**src/rtl/serial_pkg.sv**
```systemverilog
// Definitions shared by the piso transmitter and the sipo receiver of the serial link.
// Covers the bit order on the wire, the default word width and counter sizing.
package serial_pkg;

    typedef enum logic {
        MSB_FIRST = 1'b0,
        LSB_FIRST = 1'b1
    } bit_order_e;

    localparam bit_order_e  SERIAL_BIT_ORDER     = LSB_FIRST;
    localparam int unsigned SERIAL_WIDTH_DEFAULT = 16;

    // Bit-counter width for a given word width, never narrower than one bit.
    function automatic int unsigned cnt_width(input int unsigned width);
        return (width <= 2) ? 1 : $clog2(width);
    endfunction

endpackage

```
**src/rtl/sipo_bit_counter.sv**
```systemverilog
// Counts accepted serial bits and flags the bit that completes a word.
// The count wraps to zero on that bit; clear has priority over enable.
module sipo_bit_counter
    import serial_pkg::*;
#(
    parameter logic [7:0] WIDTH = 8'(SERIAL_WIDTH_DEFAULT)
) (
    input  logic clk,
    input  logic rst_n,
    input  logic en_i,
    input  logic clr_i,
    output logic wrap_o
);

    localparam int unsigned       CNT_W = cnt_width(int'(WIDTH));
    // Explicit terminal compare, so widths that are not powers of two wrap correctly.
    localparam logic [CNT_W-1:0]  LAST  = CNT_W'(int'(WIDTH) - 1);

    logic [CNT_W-1:0] cnt_q;
    logic [CNT_W-1:0] cnt_d;
    logic             at_last;

    assign at_last = (cnt_q == LAST);
    assign wrap_o  = en_i && !clr_i && at_last;

    always_comb begin
        // NOTE: default assignment first, so no path through this block can infer a latch.
        cnt_d = cnt_q;
        if (clr_i) begin
            cnt_d = '0;
        end else if (en_i) begin
            cnt_d = at_last ? '0 : cnt_q + 1'b1;
        end
    end

    // NOTE: flops use non-blocking assignments so every register samples pre-edge values.
    always_ff @(posedge clk or negedge rst_n) begin
        if (!rst_n) begin
            cnt_q <= '0;
        end else begin
            cnt_q <= cnt_d;
        end
    end

endmodule

```
**src/rtl/sipo.sv**
```systemverilog
// Serial-in/parallel-out receiver for the LSB-first link, with a single output holding register
// presented on a valid/ready interface and a sticky overrun flag for dropped words.
module sipo
    import serial_pkg::*;
#(
    parameter logic [7:0] DATA_WIDTH = 8'(SERIAL_WIDTH_DEFAULT)
) (
    input  logic                  clk,
    input  logic                  rst_n,
    input  logic                  serial_i,
    input  logic                  shift_en_i,
    input  logic                  flush_i,
    output logic [DATA_WIDTH-1:0] data_o,
    output logic                  valid_o,
    input  logic                  ready_i,
    output logic                  overrun_o
);

    logic [DATA_WIDTH-1:0] shreg_q;
    logic [DATA_WIDTH-1:0] shreg_d;
    logic [DATA_WIDTH-1:0] data_q;
    logic [DATA_WIDTH-1:0] data_d;
    logic                  valid_q;
    logic                  valid_d;
    logic                  overrun_q;
    logic                  overrun_d;

    logic [DATA_WIDTH-1:0] shifted;
    logic                  word_done;
    logic                  slot_free;

    sipo_bit_counter #(
        .WIDTH (DATA_WIDTH)
    ) u_bit_counter (
        .clk    (clk),
        .rst_n  (rst_n),
        .en_i   (shift_en_i),
        .clr_i  (flush_i),
        .wrap_o (word_done)
    );

    // New bits enter at the top and walk down, so the first bit received ends up in bit 0.
    assign shifted   = {serial_i, shreg_q[DATA_WIDTH-1:1]};
    assign slot_free = !valid_q || ready_i;

    always_comb begin
        shreg_d   = shreg_q;
        data_d    = data_q;
        valid_d   = valid_q;
        overrun_d = overrun_q;

        if (flush_i) begin
            shreg_d = '0;
        end else if (shift_en_i) begin
            shreg_d = shifted;
        end

        if (valid_q && ready_i) begin
            valid_d = 1'b0;
        end

        // A completed word either lands in the holding register or is dropped and flagged.
        if (word_done) begin
            if (slot_free) begin
                data_d  = shifted;
                valid_d = 1'b1;
            end else begin
                overrun_d = 1'b1;
            end
        end
    end

    always_ff @(posedge clk or negedge rst_n) begin
        if (!rst_n) begin
            shreg_q   <= '0;
            data_q    <= '0;
            valid_q   <= 1'b0;
            overrun_q <= 1'b0;
        end else begin
            shreg_q   <= shreg_d;
            data_q    <= data_d;
            valid_q   <= valid_d;
            overrun_q <= overrun_d;
        end
    end

    assign data_o    = data_q;
    assign valid_o   = valid_q;
    assign overrun_o = overrun_q;

endmodule

```
**config.mk**
```make
export PLATFORM = sky130hd
export DESIGN_NAME = sipo
export DESIGN_NICKNAME = d
export VERILOG_FILES = /design/src/rtl/serial_pkg.sv /design/src/rtl/sipo_bit_counter.sv /design/src/rtl/sipo.sv
export SDC_FILE = /design/constraint.sdc
export NUM_CORES = 1
export LEC_CHECK = 0
export ABC_CLOCK_PERIOD_IN_PS = 3980
export CAP_MARGIN = 10
export CORE_MARGIN = 1
export CORE_UTILIZATION = 55
export CTS_CLUSTER_SIZE = 12
export DETAILED_ROUTE_END_ITERATION = 16
export PLACE_DENSITY = 0.88
export SLEW_MARGIN = 10
export SYNTH_ARGS = -nofsm -noshare
export SYNTH_HDL_FRONTEND = slang
export SYNTH_SLANG_ARGS = --single-unit
```
**constraint.sdc**
```tcl
create_clock -name clk -period 3.98 [get_ports clk]
set_input_delay 0.398 -clock clk [delete_from_list [all_inputs] [get_ports clk]]
set_output_delay 0.398 -clock clk [all_outputs]
set_load 0.1 [all_outputs]
```
==> flow_metrics.py, run 1 <==
metrics = {
    "clock_network": {
        "cts_root_buffer": "sky130_fd_sc_hd__clkbuf_4",
        "cts.repair_timing.setup_buffer_count": 0,
        "cts_sinks": 37,
        "cts_hold_buf": 0,
        "tritoncts": "yes",
        "numCtsBuffers": 5,
        "post_cts_clock_slew_at_the_launch_and_capture_registers_of_the_worst_setup_and_hold_paths_ns": 0.11,
        "clk-insertion-delay-late_ns": 0.33,
        "cts_max_path_buffers": 2,
        "postCtsResizedCells": 0,
        "ctsHtreeMaxLevel": 2,
    },
    "critical_path": {
        "cpPeakStageDelay_ns": 1.14,
        "rr_startpoint": "u_bit_counter.cnt_q[0]$_DFFE_PN0P_",
        "worstPathBufferInverterCount": 1,
        "cp_data_arrival_time_ns": 1.86,
        "cp_max_fo": 2,
        "cp_data_required_time_ns": 3.58,
        "setup.worst_path.class": "reg2out",
        "crit_path_end_kind": "output pin",
        "length_in_cells_of_the_worst_reg_to_reg_path": 5,
        "r2r_setup_slack_ns": 2.16,
        "timing.rr.end": "data_o[10]$_DFFE_PN0P_",
        "worst_setup_path_start_kind": "flop",
        "cpMaxStageDelayCell": "sky130_fd_sc_hd__clkdlybuf4s50_1",
        "worstPathCellList": "clkdlybuf4s50_1",
        "path_delay_family": "buffers and inverters",
    },
    "floorplan": {
        "core_area_sq_mm": 0.00254,
        "dieArea_sq_mm": 0.00299,
        "num_io_pins": 24,
        "die_width_um": 54.7,
        "die_h_um": 54.7,
        "initial_core_util_pct": 60.0,
        "row_count": 18,
    },
    "yosys": {
        "yosys_warnings": 0,
        "yosys_register_bits": 37,
        "synth_fp_nets": 117,
        "synth_area_leader_cell": "sky130_fd_sc_hd__dfrtp_1",
        "netlist_instances": 110,
        "fraction_of_registers_with_async_set_reset_pct": 100,
        "synthXorXnorAreaFrac_pct": 0.574,
        "sequential_area_share_after_synthesis_pct": 60.7,
        "unique_cell_type_count_in_the_yosys_netlist": 23,
        "synth_top_family_by_area": "multiplexers",
        "synth_common_cells": "sky130_fd_sc_hd__dfrtp_1, sky130_fd_sc_hd__nor2_1, sky130_fd_sc_hd__mux2i_1, sky130_fd_sc_hd__mux2_4, sky130_fd_sc_hd__mux2_2",
        "yosys.area_share.simple_pct": 9.51,
        "synth_area_per_cell_sq_um": 13.9,
        "synth_largest_type_area_fraction_pct": 60.7,
        "muxShareOfSynthArea_pct": 24.8,
        "yosysMostFrequentCell": "sky130_fd_sc_hd__dfrtp_1",
        "synth_fa_ha_area_share_pct": 0.820,
        "cell_types_occupying_the_most_area_after_synthesis": "sky130_fd_sc_hd__dfrtp_1, sky130_fd_sc_hd__mux2i_1, sky130_fd_sc_hd__mux2_4",
        "ys_dominant_reg_cell": "sky130_fd_sc_hd__dfrtp_1",
        "synth_edf_count": 0,
        "area_fraction_in_compound_gates_after_synthesis_pct": 1.80,
        "synth_area_sq_mm": 0.00153,
    },
    "global_route": {
        "grt_first_pass_wirelength_mm": 4.15,
        "largest_net_degree_at_the_start_of_global_routing": 38,
        "track_usage_pct": 20.4,
        "grt.overflow.total": 0,
        "number_of_antenna_violations_at_the_first_check_in_global_routing": 0,
        "via_count_of_the_first_global_routing_pass": 892,
    },
    "detailed_routing": {
        "detail_route.iter0.violations": 6,
        "drt-vias-per-instance": 5.47,
        "num_vias": 925,
        "avgRoutedWirePerCell_um": 14.9,
        "firstDrtPassIters": 4,
        "route.antenna.remaining_nets": 0,
        "drc_errors": 0,
        "route.final.wire_length_mm": 2.52,
    },
    "placement": {
        "io_buffer_count": 23,
        "place_area_sq_mm": 0.00179,
        "gpl.final_weighted_congestion": 0.695,
        "place_hpwl_mm": 1.76,
    },
    "final_layout": {
        "layout-drive-gt1-share_pct": 20.9,
        "postLayoutCellArea_sq_mm": 0.00184,
        "antenna-diode-count": 0,
        "seqCellArea_sq_um": 926,
        "fill_cells": 182,
        "total_nets_final": 145,
        "area_growth_pct": 20.5,
        "multi_input_comb_area_sq_um": 572,
    },
    "power_and_ir_drop": {
        "ir_worst_vdd_v": 0.000256,
        "overall_power_of_the_completed_layout_w": 0.000594,
        "p_leak_nw": 0.897,
        "power_density_mw_per_mm2": 323,
    },
    "run": {
        "timing.max_cap.violations": 0,
    },
    "timing": {
        "period_share_pct": 56.6,
        "hold_viol": 0,
        "finClkSkew_ns": 0.0103,
        "rsz0062_at_grt": "no",
        "finish_stage_setup_viols": 0,
        "slew_worst_pin_ns": 0.981,
        "clock.fmax_mhz": 444,
        "setup_tns_ns": 0,
        "max_slew_violations": 0,
        "finalWorstPathRequiredPeriod_ns": 2.25,
        "worst_slew_margin_rel_pct": 34.4,
    },
    "run_status": {
        "status": "completed",
    },
    "hold_path": {
        "hold_path_class": "in2async",
    },
}
## metal layers
metal / track usage [%] / up-vias / part of all wire, %
li1: - / 429 / -
met1: 25.9 / 475 / 44
met2: 32.1 / 19 / 51
met3: 7.78 / 2 / 4.0
met4: 6.41 / 0 / 0.67
met5: 0 / - / 0
## cells by family after synthesis
logic type,count (synthesis)
AND/OR/NAND/NOR,29
flip-flops,37
adder cells (fa/ha/maj),1
AO/OA/AOI/OAI,5
buffers and inverters,5
XOR/XNOR,1
multiplexers,32
## stage by stage
step	hold WS, ns	setup WS, ns	util [%]	std cells
6_report	0.468	1.73	72.3	169
5_1_grt	0.497	1.66	72.3	169
4_1_cts	0.477	1.71	72.3	169
3_5_place_dp	0.451	1.51	70.3	161
3_3_place_gp	0.438	1.58	70.3	161
2_1_floorplan	0.102	1.97	-	110
## state kept, by name, indices dropped and copies added, names as in the netlist
signal and count:
u_bit_counter.cnt_q 4, overrun_o 1, shreg_q 15, data_o 16, valid_o 1
## worst max-delay path by stage
| stage | startpoint | to | slack (ns) | cells after the start |
|---|---|---|---|---|
| 3_5_place_dp | flush_i | data_o[10]$_DFFE_PN0P_ | 1.51 | 4 |
| 4_1_cts | data_o[10]$_DFFE_PN0P_ | data_o[10] | 1.71 | 1 |
| 2_1_floorplan | valid_o$_DFF_PN0_ | data_o[0]$_DFFE_PN0P_ | 1.97 | 4 |
| 6_report | data_o[15]$_DFFE_PN0P_ | data_o[15] | 1.73 | 1 |
| 3_3_place_gp | flush_i | data_o[8]$_DFFE_PN0P_ | 1.58 | 4 |
| 5_1_grt | data_o[2]$_DFFE_PN0P_ | data_o[2] | 1.66 | 1 |
## report_power, final
part | switching, W | total (W) | internal (W) | leakage (nW)
Sequential | 0.00000282 | 0.000381 | 0.000378 | 0.515
Combinational | 0.0000179 | 0.0000298 | 0.0000119 | 0.351
Clock | 0.000115 | 0.000183 | 0.0000674 | 0.0320
## layout make-up
cell class / count / area share, %
timing repair buffer: 26 / 13.7
clock inverter: 2 / 0.544
sequential: 37 / 50.3
clock buffer: 6 / 2.24
multi-input combinational: 68 / 31.1
tap: 30 / 2.04
## cell usage in the layout, fill, tap and decap left out, drive strengths merged
cell	count
buf	3
nor2b	1
dfrtp	37
nand3b	1
o21ai	1
mux2	16
or2	1
or3	1
a21oi	3
nand2b	1
nand2	4
clkbuf	6
nand3	1
nor3	1
nor4	1
nor2	17
a21o	1
ha	1
mux2i	16
clkinv	2
clkdlybuf4s50	23
xor2	1
Power figures use the tool's default switching activity.
==> run 2, diff against run 1 <==
Settings changed: ABC_CLOCK_PERIOD_IN_PS 3980 to 2350, CORE_UTILIZATION 55 to 52, PLACE_DENSITY 0.88 to 0.85.
Clock period 3.98 ns to 2.35 ns, I/O delays scaled along.
==> flow_metrics.py, run 2 (synthesis results as in run 1) <==
metrics = {
    "detailed_routing": {
        "firstDrtPassIters": 4,
        "route.final.wire_length_mm": 2.43,
        "detail_route.iter0.violations": 28,
        "drc_errors": 0,
        "drt-vias-per-instance": 5.26,
        "num_vias": 900,
        "avgRoutedWirePerCell_um": 14.2,
        "route.antenna.remaining_nets": 0,
    },
    "global_route": {
        "via_count_of_the_first_global_routing_pass": 922,
        "number_of_antenna_violations_at_the_first_check_in_global_routing": 0,
        "track_usage_pct": 17.7,
        "grt_first_pass_wirelength_mm": 4.19,
        "grt.overflow.total": 0,
        "largest_net_degree_at_the_start_of_global_routing": 38,
    },
    "clock_network": {
        "ctsHtreeMaxLevel": 2,
        "numCtsBuffers": 5,
        "cts_sinks": 37,
        "clk-insertion-delay-late_ns": 0.34,
        "cts_hold_buf": 0,
        "post_cts_clock_slew_at_the_launch_and_capture_registers_of_the_worst_setup_and_hold_paths_ns": 0.11,
        "cts_max_path_buffers": 2,
        "postCtsResizedCells": 0,
        "cts.repair_timing.setup_buffer_count": 0,
        "tritoncts": "yes",
        "cts_root_buffer": "sky130_fd_sc_hd__clkbuf_4",
    },
    "power_and_ir_drop": {
        "ir_worst_vdd_v": 0.000522,
        "power_density_mw_per_mm2": 627,
        "p_leak_nw": 0.952,
        "overall_power_of_the_completed_layout_w": 0.00115,
    },
    "floorplan": {
        "die_h_um": 56.2,
        "die_width_um": 56.2,
        "dieArea_sq_mm": 0.00316,
        "initial_core_util_pct": 55.4,
        "core_area_sq_mm": 0.00276,
        "row_count": 19,
        "num_io_pins": 24,
    },
    "final_layout": {
        "layout.cells.most_common_list": "sky130_fd_sc_hd__dfrtp_1, sky130_fd_sc_hd__buf_4, sky130_fd_sc_hd__nor2_1, sky130_fd_sc_hd__mux2i_1, sky130_fd_sc_hd__mux2_4",
        "postLayoutCellArea_sq_mm": 0.00184,
        "layout-drive-gt1-share_pct": 35.0,
        "total_nets_final": 146,
        "antenna-diode-count": 0,
        "fill_cells": 226,
        "area_growth_pct": 20.6,
        "layout.cells.most_common": "sky130_fd_sc_hd__dfrtp_1",
        "largest_reg_flops": 16,
    },
    "placement": {
        "place_area_sq_mm": 0.00175,
        "io_buffer_count": 23,
        "gpl.final_weighted_congestion": 0.782,
        "preCtsSetupSlack_ns": 0.463,
        "place_hpwl_mm": 1.64,
    },
    "timing": {
        "max_slew_violations": 0,
        "worst_slew_margin_rel_pct": 70.0,
        "finClkSkew_ns": 0.0121,
        "hold_viol": 0,
        "finalWorstPathRequiredPeriod_ns": 1.79,
        "finish_stage_setup_viols": 0,
        "clock.fmax_mhz": 558,
        "rsz0062_at_grt": "no",
        "period_share_pct": 76.2,
        "slew_worst_pin_ns": 0.450,
        "fin_ws_ns": 0.559,
        "setup_tns_ns": 0,
    },
    "critical_path": {
        "cpMaxStageDelayCell": "sky130_fd_sc_hd__dfrtp_1",
        "worstPathBufferInverterCount": 1,
        "worstPathCellList": "ha_1 -> nand2_1 -> nor4_4 -> buf_4 -> mux2_2",
        "cp_data_arrival_time_ns": 2.02,
        "crit_path_end_kind": "flop",
        "cpPeakStageDelay_ns": 0.43,
        "length_in_cells_of_the_worst_reg_to_reg_path": 5,
        "critical_path_depth": 5,
        "setup.worst_path.class": "reg2reg",
        "path_delay_family": "flip-flops",
        "cp_max_fo": 16,
        "worst_setup_path_start_kind": "flop",
        "cp_data_required_time_ns": 2.58,
    },
    "run_status": {
        "status": "completed",
    },
    "run": {
        "timing.max_cap.violations": 0,
    },
    "hold_path": {
        "hold_path_class": "in2async",
    },
}
run 2: cell count changes in the layout (fill, tap and decap cells not counted), sizes merged:
cell	change
buf	+19
bufinv	+1
clkdlybuf4s50	-18
clkinv	-2
clkinvlp	+1
run 2: worst reg2reg max path: stages (launching register included):
cell and delay (ns):
sky130_fd_sc_hd__dfrtp_1 0.43, sky130_fd_sc_hd__ha_1 0.23, sky130_fd_sc_hd__nand2_1 0.12, sky130_fd_sc_hd__nor4_4 0.21, sky130_fd_sc_hd__buf_4 0.32, sky130_fd_sc_hd__mux2_2 0.38
run 2: final cells by class:
class / count / area [sq um] / area share, %
Clock buffer: 6 / 51.3 / 2.79
Clock inverter: 2 / 37.5 / 2.04
Multi-Input combinational cell: 68 / 572 / 31.1
Sequential cell: 37 / 926 / 50.3
Tap cell: 31 / 38.8 / 2.11
Timing Repair Buffer: 27 / 215 / 11.7
run 2: routing by layer:
layer | global-route usage [%] | wire (um) | vias up
met5 | 0 | 0 | -
met4 | 6.27 | 42 | 0
met1 | 22.1 | 1100 | 445
li1 | - | - | 429
met2 | 27.9 | 1160 | 21
met3 | 6.98 | 133 | 5
run 2: per-stage QoR:
stage | util [%] | std cells | hold WS, ns
global route | 66.7 | 171 | 0.312
CTS | 66.7 | 171 | 0.314
detailed placement | 63.5 | 163 | 0.458
finish | 66.7 | 171 | 0.302
global placement | 63.5 | 163 | 0.440
floorplan | - | 110 | -0.0606
run 2: worst paths after layout:
check                                              startpoint                     end  slack, ns
min in group clk                        overrun_o$_DFFE_PN0P_   overrun_o$_DFFE_PN0P_       0.47
hold reg to reg                         overrun_o$_DFFE_PN0P_   overrun_o$_DFFE_PN0P_       0.47
setup reg to reg           u_bit_counter.cnt_q[0]$_DFFE_PN0P_   data_o[9]$_DFFE_PN0P_       0.56
max in group asynchronous                               rst_n  shreg_q[4]$_DFFE_PN0P_       1.71
setup / recovery           u_bit_counter.cnt_q[0]$_DFFE_PN0P_   data_o[9]$_DFFE_PN0P_       0.56
hold / removal                                          rst_n  data_o[15]$_DFFE_PN0P_       0.30
run 2: where the power goes:
| group | switching [W] | total, W | internal [W] |
|---|---|---|---|
| clock | 0.000205 | 0.000458 | 0.000253 |
| sequential | 0.00000493 | 0.000646 | 0.000641 |
| combinational | 0.0000302 | 0.0000513 | 0.0000211 |
| total | 0.000240 | 0.00115 | 0.000915 |
==> RTL change, RTL diff (settings of run 2) <==
Change the package constant `SERIAL_WIDTH_DEFAULT` from 16 to 18.
--- a/src/rtl/serial_pkg.sv
+++ b/src/rtl/serial_pkg.sv
@@ -8,7 +8,7 @@
     } bit_order_e;
 
     localparam bit_order_e  SERIAL_BIT_ORDER     = LSB_FIRST;
-    localparam int unsigned SERIAL_WIDTH_DEFAULT = 16;
+    localparam int unsigned SERIAL_WIDTH_DEFAULT = 18;
 
     // Bit-counter width for a given word width, never narrower than one bit.
     function automatic int unsigned cnt_width(input int unsigned width);
Ports: changed (resized data_o); port bits go from 24 to 26. The function was not compared with the original's and may differ.
==> RTL change against run 2 <==
- the flow now finishes with violations (negative hold slack)
- die area is 16% higher
- cell area is 12% higher
- sequential cell count is 5 higher
- count of clock-buffer cells in the layout is 1 higher
- wire length is 19% higher
- setup slack better by 0.075 ns
- final cell count is 18% higher
- clock skew is 0.00063 ns lower
- critical path depth stayed put
- sequential power is 13% higher
- global-route usage is 1.3 points higher
- power is 0.36% higher
- synthesized area is 16% higher
==> RTL change: results (changes against run 2) <==
Pwr
  – Leak: 1.09 nW (+14%)
  – Max VDD drop: 0.359 mV (-31%)

Setup path
  – Worst EP arrival: 1.95 ns (-0.07 ns)
  – RR Endpoint: data_o[2]
  – Reg2Reg Setup Slack: 0.63 ns (+0.07 ns)
  – Crit path max fanout: 18 (+2)
  – Reg2Reg Launch Point: u_bit_counter.cnt_q[1]
  – Crit path max-delay family: simple AND/OR/NAND/NOR gates

Synth
  – Post-synthesis xor/xnor area fraction: 0.494% (-0.080 points)
  – Distinct cell type count after synthesis: 25 (+8.7%)
  – Top cells by count, synth: 42 x dfrtp_1, 19 x nor2_1, 17 x mux2i_1, 10 x mux2_4, 8 x mux2_2
  – Post-synthesis compound-gate area fraction: 1.90% (+0.10 points)

Global route
  – Total global-route track usage: 18.9% (+1.3 points)
  – Met2 Use GR: 31.7% (+3.8 points)

Outcome
  – Violated checks: negative hold slack
  – Status: finished with violations

Placed design
  – DP Cell Count: 194 (+19%)
  – Port Buffer Count: 25 (+8.7%)

STA
  – Slew @ Worst Pin: 0.882 ns (+0.432 ns)
  – WHS: -0.0113 ns (-0.313 ns)
  – Final hold vios: 9 (+9)

Route
  – DR vias: 1063 (+18%)
  – DRT iter0 DRCs: 40 (+43%)

Finish
  – Final net count: 165 (+13%)
  – Layout cell share with drive strength beyond 1: 32.3% (-2.7 points)
## RTL change: changes by cell type after synthesis, moves of 2 or more
cell and delta:
dfrtp_1 +5, nor2_1 +2, nand2b_1 +2, nand3b_1 +2
mux2_2 +2
## RTL change: area by class of cell
class,count,share of cell area (%)
Inverter,1,0.182
Timing Repair Buffer,27,10.2
Tap cell,44,2.67
Clock inverter,1,0.242
Sequential cell,42,50.9
Clock buffer,7,2.67
Multi-Input combinational cell,80,33.2
## RTL change: per-stage QoR
stage               hold WS, ns  utilization (%)  instance area [um2]
finish                  -0.0113             65.5                 2070
floorplan               -0.0606                -                 1770
CTS                      0.0165             65.5                 2070
global route             0.0520             65.5                 2070
detailed placement        0.417             63.6                 2010
global placement          0.398             63.6                 2010
## RTL change: report_power, final
group          leakage, nW  switching [mW]  internal (mW)
clock network       0.0353           0.225          0.145
logic                0.470          0.0344         0.0220
registers            0.585         0.00501          0.727
total                 1.09           0.265          0.894
